**src/rtl/memory_access_mod_pkg.sv**
```systemverilog
// Shared pipeline definitions for the memory stage: FSM encodings, data-memory
// widths, the default ack timeout and the MEM/WB payload.
package memory_access_mod_pkg;

    localparam int unsigned DMEM_ADDR_W     = 32;
    localparam int unsigned DMEM_DATA_W     = 32;
    localparam int unsigned REG_ADDR_W      = 5;
    localparam int unsigned TIMEOUT_DEFAULT = 16;

    typedef enum logic [0:0] {
        MS_IDLE = 1'b0,
        MS_WAIT = 1'b1
    } mem_state_e;

    // One MEM/WB pipeline entry.
    typedef struct packed {
        logic                   reg_write;
        logic                   result_src;
        logic                   err;
        logic [DMEM_DATA_W-1:0] read_data;
        logic [DMEM_DATA_W-1:0] alu_result;
        logic [DMEM_ADDR_W-1:0] pc_plus4;
        logic [REG_ADDR_W-1:0]  rd;
    } mem_wb_t;

endpackage

```
**src/rtl/memory_access_mod_mem_wb_reg.sv**
```systemverilog
// MEM/WB pipeline register. Each cycle it either loads a new entry or, when
// bubble_i is set, clears the write-enable and error flag while holding data.
//   clk, rst   : clock, async active-low reset
//   bubble_i   : insert bubble instead of loading entry_i
//   entry_i    : next W-stage entry
//   entry_o    : registered W-stage entry
module mem_wb_reg
    import memory_access_mod_pkg::*;
(
    input  logic    clk,
    input  logic    rst,
    input  logic    bubble_i,
    input  mem_wb_t entry_i,
    output mem_wb_t entry_o
);

    mem_wb_t entry_q;

    always_ff @(posedge clk or negedge rst) begin
        if (!rst) begin
            entry_q <= '0;
        end else if (bubble_i) begin
            entry_q.reg_write <= 1'b0;
            entry_q.err       <= 1'b0;
        end else begin
            entry_q <= entry_i;
        end
    end

    assign entry_o = entry_q;

endmodule

```
**src/rtl/mux2.sv**
```systemverilog
// Generic 2:1 mux.
//   d0_i, d1_i : data inputs
//   sel_i      : 1 selects d1_i
//   y_o        : combinational output
module mux2 #(
    parameter int unsigned WIDTH = 32
) (
    input  logic [WIDTH-1:0] d0_i,
    input  logic [WIDTH-1:0] d1_i,
    input  logic             sel_i,
    output logic [WIDTH-1:0] y_o
);

    assign y_o = sel_i ? d1_i : d0_i;

endmodule

```
**src/rtl/memory_access_mod.sv**
```systemverilog
// Memory stage of the 5-stage RISC-V pipeline. Issues word loads/stores over a
// req/ack data-memory port, stalls upstream while an access is outstanding,
// aborts after TIMEOUT cycles without ack, and registers the MEM/WB bundle.
//   clk, rst                 : clock, async active-low reset
//   *M inputs                : EX/MEM bundle
//   dmem_*                   : data-memory port (req/we/addr/wdata out, ack/rdata in)
//   StallM                   : combinational upstream freeze
//   *W outputs               : registered MEM/WB bundle, ErrW one-cycle error flag
//   ResultW                  : write-back value (combinational from W registers)
module memory_access_mod
    import memory_access_mod_pkg::*;
#(
    parameter int unsigned TIMEOUT = TIMEOUT_DEFAULT
) (
    input  logic                   clk,
    input  logic                   rst,
    input  logic                   RegWriteM,
    input  logic                   ResultSrcM,
    input  logic                   MemwriteM,
    input  logic [DMEM_DATA_W-1:0] ALUresultM,
    input  logic [DMEM_DATA_W-1:0] WriteDataM,
    input  logic [DMEM_ADDR_W-1:0] PCplus4M,
    input  logic [REG_ADDR_W-1:0]  RdM,
    output logic                   dmem_req,
    output logic                   dmem_we,
    output logic [DMEM_ADDR_W-1:0] dmem_addr,
    output logic [DMEM_DATA_W-1:0] dmem_wdata,
    input  logic                   dmem_ack,
    input  logic [DMEM_DATA_W-1:0] dmem_rdata,
    output logic                   StallM,
    output logic                   RegWriteW,
    output logic                   ResultSrcW,
    output logic [DMEM_DATA_W-1:0] ReadDataW,
    output logic [DMEM_DATA_W-1:0] ALUresultW,
    output logic [DMEM_ADDR_W-1:0] PCplus4W,
    output logic [REG_ADDR_W-1:0]  RdW,
    output logic [DMEM_DATA_W-1:0] ResultW,
    output logic                   ErrW
);

    localparam int unsigned CNT_W = $clog2(TIMEOUT + 1);

    mem_state_e       state_q, state_d;
    logic [CNT_W-1:0] cnt_q, cnt_d;

    logic    mem_op_c;
    logic    misaligned_c;
    logic    req_c;
    logic    stall_c;
    logic    complete_c;
    logic    abort_c;
    mem_wb_t entry_d;
    mem_wb_t entry_q;

    assign mem_op_c     = ResultSrcM | MemwriteM;
    assign misaligned_c = mem_op_c & (ALUresultM[1:0] != 2'b00);

    // State and wait-counter registers.
    always_ff @(posedge clk or negedge rst) begin
        if (!rst) begin
            state_q <= MS_IDLE;
            cnt_q   <= '0;
        end else begin
            state_q <= state_d;
            cnt_q   <= cnt_d;
        end
    end

    // Next-state, handshake and stall decode.
    always_comb begin
        state_d    = state_q;
        cnt_d      = cnt_q;
        req_c      = 1'b0;
        stall_c    = 1'b0;
        complete_c = 1'b0;
        abort_c    = 1'b0;
        unique case (state_q)
            MS_IDLE: begin
                if (mem_op_c && !misaligned_c) begin
                    req_c = 1'b1;
                    if (dmem_ack) begin
                        complete_c = 1'b1;
                    end else begin
                        stall_c = 1'b1;
                        state_d = MS_WAIT;
                        cnt_d   = CNT_W'(1);
                    end
                end
            end
            MS_WAIT: begin
                if (dmem_ack) begin
                    req_c      = 1'b1;
                    complete_c = 1'b1;
                    state_d    = MS_IDLE;
                    cnt_d      = '0;
                end else if (cnt_q >= CNT_W'(TIMEOUT)) begin
                    // Request dropped this cycle; the M instruction retires as an error.
                    abort_c = 1'b1;
                    state_d = MS_IDLE;
                    cnt_d   = '0;
                end else begin
                    req_c   = 1'b1;
                    stall_c = 1'b1;
                    cnt_d   = cnt_q + CNT_W'(1);
                end
            end
            default: begin
                state_d = MS_IDLE;
                cnt_d   = '0;
            end
        endcase
    end

    // Gated by rst so the port goes quiet the instant reset asserts.
    assign dmem_req   = req_c & rst;
    assign StallM     = stall_c & rst;
    assign dmem_we    = MemwriteM & dmem_req;
    assign dmem_addr  = ALUresultM;
    assign dmem_wdata = WriteDataM;

    // Next W entry; read data only changes when a load actually completes.
    always_comb begin
        entry_d            = '0;
        entry_d.reg_write  = RegWriteM & ~misaligned_c & ~abort_c;
        entry_d.result_src = ResultSrcM;
        entry_d.err        = misaligned_c | abort_c;
        entry_d.read_data  = (complete_c && ResultSrcM) ? dmem_rdata : entry_q.read_data;
        entry_d.alu_result = ALUresultM;
        entry_d.pc_plus4   = PCplus4M;
        entry_d.rd         = RdM;
    end

    mem_wb_reg u_mem_wb_reg (
        .clk      (clk),
        .rst      (rst),
        .bubble_i (stall_c),
        .entry_i  (entry_d),
        .entry_o  (entry_q)
    );

    assign RegWriteW  = entry_q.reg_write;
    assign ResultSrcW = entry_q.result_src;
    assign ErrW       = entry_q.err;
    assign ReadDataW  = entry_q.read_data;
    assign ALUresultW = entry_q.alu_result;
    assign PCplus4W   = entry_q.pc_plus4;
    assign RdW        = entry_q.rd;

    mux2 #(
        .WIDTH (DMEM_DATA_W)
    ) u_result_mux (
        .d0_i  (entry_q.alu_result),
        .d1_i  (entry_q.read_data),
        .sel_i (entry_q.result_src),
        .y_o   (ResultW)
    );

endmodule

```
**config.mk**
```make
export PLATFORM = sky130hd
export DESIGN_NAME = memory_access_mod
export DESIGN_NICKNAME = d
export VERILOG_FILES = /design/src/rtl/memory_access_mod_pkg.sv /design/src/rtl/memory_access_mod_mem_wb_reg.sv /design/src/rtl/mux2.sv /design/src/rtl/memory_access_mod.sv
export SDC_FILE = /design/constraint.sdc
export NUM_CORES = 1
export LEC_CHECK = 0
export CORE_AREA = 2 2 131 133
export CTS_CLUSTER_DIAMETER = 80
export DETAILED_ROUTE_END_ITERATION = 7
export DIE_AREA = 0 0 133 135
export PLACE_DENSITY = 0.72
export SLEW_MARGIN = 20
export SYNTH_ARGS = -nofsm -noshare
export SYNTH_HDL_FRONTEND = slang
export SYNTH_SLANG_ARGS = --single-unit
```
**constraint.sdc**
```tcl
create_clock -name clk -period 2 [get_ports clk]
set_input_delay 0.4 -clock clk [delete_from_list [all_inputs] [get_ports clk]]
set_output_delay 0.4 -clock clk [all_outputs]
set_load 0.01 [all_outputs]
```
==> results.py <==
metrics = {
    "hold_path": {
        "hold_class": "in2async",
    },
    "logic_synthesis": {
        "synth_fa_ha_area_share_pct": 0.481,
        "synth_top_area_share_pct": 52.9,
        "avgSynthCellArea_um2": 14.2,
        "synth_flop_cell": "dfrtp_1",
        "synthTopCellsByArea": "dfrtp_1 53%, mux2_2 24%, buf_4 10%, mux2_4 5.8%, buf_12 1.2%",
        "synthCells": 365,
        "syn_area_um2": 5200,
        "synth_edf_count": 0,
        "yosysWarnings": 0,
        "yosys.area_share.xor_xnor_pct": 0.168,
        "synthesis.nets": 506,
        "synth_top_family_by_area": "multiplexers",
        "synthArstFlopShare_pct": 100,
        "synth-compound-area-share_pct": 2.21,
        "synthMuxAreaShare_pct": 29.8,
        "ys_seq_area_share_pct": 52.9,
        "ys_types": 29,
        "yosys.area_share.simple_pct": 2.24,
        "ys_seq_elements": 110,
        "synth_largest_area_cell": "dfrtp_1",
    },
    "routing": {
        "avgRoutedWirePerCell_um": 17.4,
        "drtIter0Drc": 76,
        "ant_nets": 0,
        "post_drt_via_cell_ratio": 4.43,
        "via_count": 3643,
        "firstDrtPassIters": 4,
        "totalWireLength_um": 14300,
        "drc": 0,
    },
    "sta": {
        "tightest_slew_ns": 0.749,
        "period_needed_ns": 1.93,
        "fmax_mhz": 519,
        "fin_crit_sh_pct": 96.3,
        "grt_setup_unrepaired": "no",
        "hold_viol": 0,
        "drv_slew": 0,
        "skew_ns": 0.00752,
        "tns_ns": 0,
        "relSlewSlack_pct": 50.1,
        "setup_viol": 0,
    },
    "floorplanning": {
        "io-pin-count": 342,
        "core-area_um2": 16400,
        "fp.dieH_um": 135,
        "placementRows": 47,
        "start_util_pct": 31.7,
        "fp.dieArea_um2": 18000,
        "dieWidth_um": 133,
    },
    "clocking": {
        "clk_latency_ns": 0.35,
        "root_buffer": "clkbuf_16",
        "cts_sinks": 110,
        "clockBufferDepth": 2,
        "clk_pin_slew_ns": 0.08,
        "cts_tree": "yes",
        "htreeDepth": 3,
        "numCtsBuffers": 9,
    },
    "critical_path": {
        "end_kind": "output port",
        "path_max_fanout": 8,
        "reg2regPathDepth": 6,
        "worstSetupStartpoint": "u_mem_wb_reg.entry_o[102]",
        "worstSetupEndpoint": "ResultW[2]",
        "crit_arrival_ns": 1.53,
        "setup.worst_path.start_class": "flip-flop",
        "crit_type": "reg2out",
        "required_ns": 1.60,
        "rr_startpoint": "state_q",
        "r2r-end": "u_mem_wb_reg.entry_o[58]",
        "reg2reg_slack_ns": 0.35,
    },
    "place": {
        "dp_cells": 802,
        "dpl_cell_area_um2": 7850,
        "hpwlAfterDp_um": 10800,
        "port_buffers": 277,
        "gp_congestion": 0.807,
    },
    "finish": {
        "final_cell_mix": "236 x clkdlybuf4s50_1, 110 x mux2_2, 109 x dfrtp_1",
        "areaGrowthSynthToFinish_pct": 56.1,
        "final_cells": 822,
        "final_nets": 738,
        "drive_gt1_share_pct": 35.7,
        "nFillCells": 1399,
        "antenna_cells": 0,
        "mostFrequentLayoutCell": "clkdlybuf4s50_1",
        "stdcell_area_um2": 8110,
        "fin_util_pct": 49.4,
    },
    "job": {
        "max-cap-violations": 0,
    },
    "power_and_ir_drop": {
        "cellLeakagePower_nw": 3.49,
        "peakVddDrop_mv": 0.383,
        "p_per_area_nw_per_um2": 817,
        "p_total_mw": 6.63,
    },
    "grt": {
        "antenna_found_initial": 0,
        "overflow": 0,
        "grtUsageTotal_pct": 15.6,
        "grt_start_max_net_pins": 60,
        "grt_first_pass_wirelength_um": 21900,
        "grt_pass1_vias": 3962,
    },
    "outcome": {
        "status": "complete, no violations",
    },
}
[worst min-delay path by stage]
stage | from | endpoint | slack (ns)
floorplan | rst | cnt_q[0] | 0.10
global placement | cnt_q[2] | cnt_q[2] | 0.49
detailed placement | u_mem_wb_reg.entry_o[2] | u_mem_wb_reg.entry_o[2] | 0.49
CTS | rst | cnt_q[4] | 0.20
global route | rst | u_mem_wb_reg.entry_o[48] | 0.25
finish | rst | cnt_q[4] | 0.18
[where the power goes]
part           internal [mW]  switching (mW)  total (mW)
clock                  0.986           0.831        1.82
combinational           1.30           0.758        2.06
sequential              2.52           0.229        2.75
total                   4.81            1.82        6.63
[area by class of cell]
type	instances	area [µm²]	area share [%]
Timing Repair Buffer	300	2930	36.2
Sequential cell	110	2750	33.9
Multi-Input combinational cell	172	1830	22.6
Tap cell	220	275	3.39
Clock buffer	9	225	2.78
Clock inverter	7	77.6	0.956
Inverter	4	15.0	0.185
[synth_stat cells (2+ instances only)]
cell type	number
nand3_1	2
ha_1	2
nor2_2	2
mux2_2	111
dfrtp_1	110
mux2_4	20
nor2_1	3
and3_1	2
a22o_1	3
buf_4	71
o21ai_0	6
nand2_1	6
a21o_1	2
a21oi_1	2
buf_12	3
and2_1	2
inv_1	3
clkbuf_1	2
buf_2	3
[per-layer routing]
layer	global-route usage (%)	vias up	wire length (µm)
li1	-	1662	-
met1	17.8	1765	5470
met2	27.5	192	7340
met3	5.48	24	1200
met4	5.26	0	290
met5	0	-	0
[per-stage QoR]
| stage | worst slack, ns | hold slack, ns |
|---|---|---|
| floorplan | 0.272 | 0.104 |
| global placement | -0.456 | 0.490 |
| detailed placement | -0.470 | 0.495 |
| CTS | -0.0236 | 0.202 |
| global route | 0.00591 | 0.247 |
| finish | 0.0732 | 0.185 |
[critical path: stages (launching register included)]
cell and delay, ns:
dfrtp_2 0.42, buf_12 0.14, buf_12 0.13, mux2_2 0.34
buf_2 0.14
[what timing repair did]
action	CTS	global route
pin swaps	1	0
hold buffers	0	0
setup buffers	4	0
gates resized for setup	144	2
gates cloned	2	0
endpoints found under the setup margin	35	6
hold endpoints to repair	0	0
[sequential cells by signal, summed over array words and instances, names as in the netlist]
name,flops
u_mem_wb_reg.entry_o,104
cnt_q,5
state_q,1
[logic make-up (layout without fill, tap and decap cells)]
kind of cell / after synthesis / in the layout
muxes: 131 / 131
adders and majority gates: 2 / 2
AOI/OAI and AO/OA: 17 / 17
buffers and inverters: 83 / 320
xor gates and xnor gates: 1 / 1
and+or+nand+nor: 21 / 21
DFF: 110 / 110
No activity file was read; power rests on OpenSTA's default activity.
